`src/rtl/basic_i2s_receive.sv`:
```
// -----------------------------------------------------------------------------
// basic_i2s_receive
//   Philips-I2S receiver. The external SCK/WS/SD lines are oversampled in the
//   clk domain, each word is deserialised MSB first, and every completed
//   left/right pair is presented on a valid/ready output. clk must run at least
//   4x SCK (8x nominal).
//
// Parameters
//   DATA_WIDTH   bits per captured sample word (slot bits beyond this dropped)
//   SYNC_STAGES  flops per input synchroniser (>= 2)
//
// Ports
//   clk          system clock, all logic on rising edge
//   rst_n        synchronous reset, active low
//   sck, ws, sd  I2S bit clock, word select (0=left, 1=right), serial data
//   data_left    left sample of the presented pair
//   data_right   right sample of the presented pair
//   out_valid    pair valid, held until out_ready
//   out_ready    consumer accepts the pair when out_valid && out_ready
//   overrun      sticky flag: a completed pair was dropped (reset clears it)
//   len_err      one-clk pulse: a captured word's slot length != DATA_WIDTH
// -----------------------------------------------------------------------------
module basic_i2s_receive #(
    parameter int DATA_WIDTH  = 32,
    parameter int SYNC_STAGES = 2
) (
    input  logic                  clk,
    input  logic                  rst_n,
    input  logic                  sck,
    input  logic                  ws,
    input  logic                  sd,
    output logic [DATA_WIDTH-1:0] data_left,
    output logic [DATA_WIDTH-1:0] data_right,
    output logic                  out_valid,
    input  logic                  out_ready,
    output logic                  overrun,
    output logic                  len_err
);

    typedef enum logic {
        ST_SYNC = 1'b0,
        ST_RUN  = 1'b1
    } state_t;

    localparam logic [7:0] DW8 = 8'(DATA_WIDTH);

    genvar gi;

    // ------------------------------------------------------------------
    // Input synchronisers: {sck, ws, sd} travel together through the same
    // number of stages so the sampled ws/sd line up with the detected edge.
    // ------------------------------------------------------------------
    for (gi = 0; gi < SYNC_STAGES; gi++) begin : g_sync
        logic [2:0] stage_reg;
        if (gi == 0) begin : g_in
            always_ff @(posedge clk) begin
                if (!rst_n) begin
                    stage_reg <= '0;
                end else begin
                    stage_reg <= {sck, ws, sd};
                end
            end
        end else begin : g_chain
            always_ff @(posedge clk) begin
                if (!rst_n) begin
                    stage_reg <= '0;
                end else begin
                    stage_reg <= g_sync[gi-1].stage_reg;
                end
            end
        end
    end

    logic sck_s;
    logic ws_s;
    logic sd_s;
    assign sck_s = g_sync[SYNC_STAGES-1].stage_reg[2];
    assign ws_s  = g_sync[SYNC_STAGES-1].stage_reg[1];
    assign sd_s  = g_sync[SYNC_STAGES-1].stage_reg[0];

    // ------------------------------------------------------------------
    // State
    // ------------------------------------------------------------------
    state_t                  state_reg;
    state_t                  state_next;
    logic                    sck_prev_reg;
    logic                    ws_prev_reg;
    logic [7:0]              bit_cnt_reg;
    logic [DATA_WIDTH-1:0]   shift_reg;
    logic [DATA_WIDTH-1:0]   left_hold_reg;
    logic                    left_ok_reg;
    logic [DATA_WIDTH-1:0]   data_left_reg;
    logic [DATA_WIDTH-1:0]   data_right_reg;
    logic                    out_valid_reg;
    logic                    overrun_reg;
    logic                    len_err_reg;

    logic                    sck_rise;
    logic                    boundary;
    logic [DATA_WIDTH-1:0]   bit_mask;
    logic [DATA_WIDTH-1:0]   word_cap;
    logic [7:0]              word_len;
    logic                    len_bad;
    logic                    capture_left;
    logic                    pair_done;
    logic                    load_out;

    assign sck_rise = sck_s & ~sck_prev_reg;
    // A change of WS seen at an SCK rise marks the LSB of the outgoing word.
    assign boundary = sck_rise & (ws_s != ws_prev_reg);

    // One-hot position for the current bit: bit index k lands at DATA_WIDTH-1-k,
    // so short words come out MSB-aligned and bits past DATA_WIDTH hit nothing.
    for (gi = 0; gi < DATA_WIDTH; gi++) begin : g_mask
        assign bit_mask[DATA_WIDTH-1-gi] = (bit_cnt_reg == 8'(gi));
    end

    // Unwritten positions are still zero, so OR-ing in the bit is enough.
    assign word_cap = shift_reg | (bit_mask & {DATA_WIDTH{sd_s}});
    assign word_len = (bit_cnt_reg == 8'hFF) ? 8'hFF : (bit_cnt_reg + 8'd1);
    assign len_bad  = (word_len != DW8);

    // ------------------------------------------------------------------
    // FSM next-state and per-boundary decisions
    // ------------------------------------------------------------------
    always_comb begin
        state_next   = state_reg;
        capture_left = 1'b0;
        pair_done    = 1'b0;
        case (state_reg)
            ST_SYNC: begin
                if (boundary) begin
                    state_next = ST_RUN;
                end
            end
            ST_RUN: begin
                if (boundary) begin
                    if (!ws_prev_reg) begin
                        capture_left = 1'b1;
                    end else if (left_ok_reg) begin
                        pair_done = 1'b1;
                    end
                end
            end
            default: begin
                state_next = ST_SYNC;
            end
        endcase
    end

    // A finished pair is loaded when the output slot is free or being freed
    // in this same clock; otherwise it is dropped.
    assign load_out = pair_done & (~out_valid_reg | out_ready);

    always_ff @(posedge clk) begin
        if (!rst_n) begin
            state_reg <= ST_SYNC;
        end else begin
            state_reg <= state_next;
        end
    end

    // ------------------------------------------------------------------
    // Datapath
    // ------------------------------------------------------------------
    always_ff @(posedge clk) begin
        if (!rst_n) begin
            sck_prev_reg   <= 1'b0;
            ws_prev_reg    <= 1'b0;
            bit_cnt_reg    <= '0;
            shift_reg      <= '0;
            left_hold_reg  <= '0;
            left_ok_reg    <= 1'b0;
            data_left_reg  <= '0;
            data_right_reg <= '0;
            out_valid_reg  <= 1'b0;
            overrun_reg    <= 1'b0;
            len_err_reg    <= 1'b0;
        end else begin
            sck_prev_reg <= sck_s;
            if (sck_rise) begin
                ws_prev_reg <= ws_s;
            end

            if (boundary) begin
                shift_reg   <= '0;
                bit_cnt_reg <= '0;
            end else if (sck_rise && (state_reg == ST_RUN)) begin
                shift_reg   <= word_cap;
                bit_cnt_reg <= word_len;
            end

            if (capture_left) begin
                left_hold_reg <= word_cap;
                left_ok_reg   <= 1'b1;
            end else if (pair_done) begin
                left_ok_reg   <= 1'b0;
            end

            len_err_reg <= boundary && (state_reg == ST_RUN) && len_bad;

            if (load_out) begin
                data_left_reg  <= left_hold_reg;
                data_right_reg <= word_cap;
                out_valid_reg  <= 1'b1;
            end else if (out_valid_reg && out_ready) begin
                out_valid_reg  <= 1'b0;
            end

            if (pair_done && !load_out) begin
                overrun_reg <= 1'b1;
            end
        end
    end

    assign data_left  = data_left_reg;
    assign data_right = data_right_reg;
    assign out_valid  = out_valid_reg;
    assign overrun    = overrun_reg;
    assign len_err    = len_err_reg;

endmodule

```
`config.mk`:
```
export PLATFORM = sky130hd
export DESIGN_NAME = basic_i2s_receive
export DESIGN_NICKNAME = d
export VERILOG_FILES = /design/src/rtl/basic_i2s_receive.sv
export SDC_FILE = /design/constraint.sdc
export NUM_CORES = 1
export LEC_CHECK = 0
export BUFFER_PORTS_ARGS = -buffer_cell sky130_fd_sc_hd__buf_2
export CAP_MARGIN = 20
export CORE_ASPECT_RATIO = 2
export CORE_MARGIN = 2
export CORE_UTILIZATION = 50
export CTS_CLUSTER_DIAMETER = 200
export CTS_CLUSTER_SIZE = 40
export DETAILED_ROUTE_END_ITERATION = 12
export GPL_ROUTABILITY_DRIVEN = 0
export PLACE_DENSITY = 0.82
export SYNTH_ARGS = -nofsm -noshare
export SYNTH_HDL_FRONTEND = slang
export SYNTH_SLANG_ARGS = --single-unit
```
`constraint.sdc`:
```
create_clock -name clk -period 3.45 [get_ports clk]
set_input_delay 0.1725 -clock clk [delete_from_list [all_inputs] [get_ports clk]]
set_output_delay 0.1725 -clock clk [all_outputs]
set_load 0.01 [all_outputs]
```
==> reports/qor.yml <==
place:
  port_buffers: 72
  dp_hpwl_mm: 8.54
  dpl_worst_slack_ns: 1.07
route:
  drc: 0
  wl_per_cell_um: 16.1
  routed_wl_mm: 13.3
  drtIter0Drc: 380
  ant_nets: 0
  drt_pre_antenna_iters: 5
  num_vias: 4639
  viasPerCell: 5.62
synthesis:
  synth_ff_type: "dfxtp_1"
  synth-edff-count: 0
  yosys_warnings: 0
  synthCells: 621
  synth_area_leader_cell: "dfxtp_1"
  ys_seq_elements: 149
  synth_area_leaders: "dfxtp_1, nand2_1, o211a_1"
  seq_area_frac_synth: 0.523
  synthArstFlopShare: 0
  synth_area_um2: 5700
  yosysTopAreaCellShare: 0.523
  syn_avg_cell_area_um2: 9.18
  syn_nets: 632
  ys_types: 47
critical_path:
  crit_fanout: 39
  worstSetupPathType: "flip-flop to flip-flop"
  worst_setup_path_end_kind: "flip-flop"
  worstSetupStartpointType: "flip-flop"
  timing.reg2reg.setup_slack_ns: 1.01
  arrival_ns: 2.75
  required_ns: 3.76
grt:
  busiest_layer: "met2"
  grt_pass1_wl_mm: 21.8
  grt_max_degree: 97
  grt_pass1_vias: 4566
  antenna_found_initial: 0
  grt_use_met2: 0.396
  use_met1: 0.244
  grt.overflow.total: 0
  grt_usage: 0.223
  use_met3: 0.0499
timing:
  maxSlewHeadroom: 0.282
  setup_tns_ns: 0
  timing.final.crit_period_ns: 2.44
  setup_viol: 0
  rsz0062_at_grt: "no"
  maxSlewViolCount: 0
  max_freq_mhz: 410
  hold_ws_ns: 0.105
  skew_ns: 0.0120
  worst_pin_slew_ns: 1.06
  setup_ws_ns: 1.01
  hold_violations: 0
  fin_crit_sh: 0.708
worst_hold_path:
  hp-class: "input pin to flip-flop"
clock_tree:
  cts_tree: "built"
  clockBufferDepth: 2
  root_buffer: "clkbuf_16"
  cts_buffers: 17
  htreeDepth: 4
  numClockSinks: 149
  insertion_delay_ns: 0.43
  cts_setup_buffers: 0
  clk_transition_reported_paths_ns: 0.06
floorplan:
  ios: 73
  die-area_um2: 12300
  die_height_um: 155
  start_util: 0.508
  core-area_um2: 11200
  die-width_um: 79.5
  rows: 55
layout:
  area_growth_pct: 17.1
  fin_nets: 681
  final_common_cell: "dfxtp_1"
  drive_gt1_frac: 0.190
  final_cell_mix: "dfxtp_1, nand2_1, buf_2"
  antenna_cells: 0
  postLayoutCoreUtil: 0.595
run:
  cap_violations: 0
power:
  peakVddDrop_mv: 0.385
  powerDensity_nw_per_um2: 542
  p_leak_nw: 2.94
run_status:
  status: "finished clean"
cells by family after synthesis:
| group | Yosys count | synth area share |
|---|---|---|
| AOI/OAI and AO/OA | 182 | 0.215 |
| buffers and inverters | 55 | 0.0485 |
| xor gates and xnor gates | 4 | 0.00615 |
| muxes | 2 | 0.00351 |
| DFF | 149 | 0.523 |
| and+or+nand+nor | 224 | 0.192 |
| adders and majority gates | 5 | 0.0110 |
synthesized netlist by cell type, types with 2 or more instances:
cell type  instances
o21ai_1            6
and4b_1            2
a21boi_0          34
ha_1               5
and4bb_2           4
nor4b_2            4
o211a_1           35
a21oi_2            6
a31oi_1            3
mux2i_1            2
o21ai_0           25
buf_6              2
clkbuf_2           2
nand3_1            6
buf_4              6
nor3_1            26
nor2_1            42
inv_1              3
nand4_1            3
xor2_1             3
buf_2             24
nor4_1             2
a311oi_1           3
and3_1             3
clkbuf_1          18
a21oi_1           64
nor4b_1            2
nand2_1          106
nor4bb_1           3
a211oi_1           2
and2_1             9
nor2b_1            3
dfxtp_1          149
worst max-delay path, cell delays in order (launching register included):
cell,delay [ns]
dfxtp_1,0.37
and3b_1,0.19
buf_4,0.38
nand4_1,0.74
buf_4,0.47
nand2_1,0.08
a21boi_0,0.08
path summary, 6_finish.rpt:
path         cells past startpoint                               from                                 to
max                              6  g_sync[1].stage_reg[2]$_SDFF_PN0_         data_left[13]$_SDFFE_PN0P_
min                              3                          out_ready             out_valid$_SDFFE_PN0P_
min reg2reg                      1  g_sync[0].stage_reg[0]$_SDFF_PN0_  g_sync[1].stage_reg[0]$_SDFF_PN0_
max reg2reg                      6  g_sync[1].stage_reg[2]$_SDFF_PN0_         data_left[13]$_SDFFE_PN0P_
layout make-up:
class | instances | area [um2]
Multi-Input combinational cell | 417 | 2460
Tap cell | 142 | 178
Inverter | 3 | 11.3
Clock buffer | 19 | 443
Sequential cell | 149 | 2980
Clock inverter | 13 | 148
Timing Repair Buffer | 82 | 455
Fill cell | 945 | 4540
timing repair:
item                      4_1_cts  5_1_grt
resized for setup               0        0
hold buffers                    3        0
hold endpoints to repair        3        0
stage by stage:
stage	std cells	area, um2	total power, W
finish	825	6680	0.00362
detailed placement	790	6060	0.00181
global route	825	6680	0.00370
floorplan	621	5700	0.00180
CTS	825	6680	0.00364
global placement	790	6060	0.00181
layer usage:
metal	share of wire	up-vias	wire length (um)
li1	-	2267	-
met1	0.39	2204	5220
met2	0.54	139	7180
met3	0.040	29	529
met4	0.027	0	365
met5	0	-	0
power by group:
group          leakage [nW]  switching (W)  internal (W)
sequential             1.20     0.00000369       0.00172
combinational          1.46      0.0000311     0.0000177
clock                 0.277       0.000752       0.00109
total                  2.94       0.000786       0.00283
Note: power is estimated with default switching activity, not from simulation.
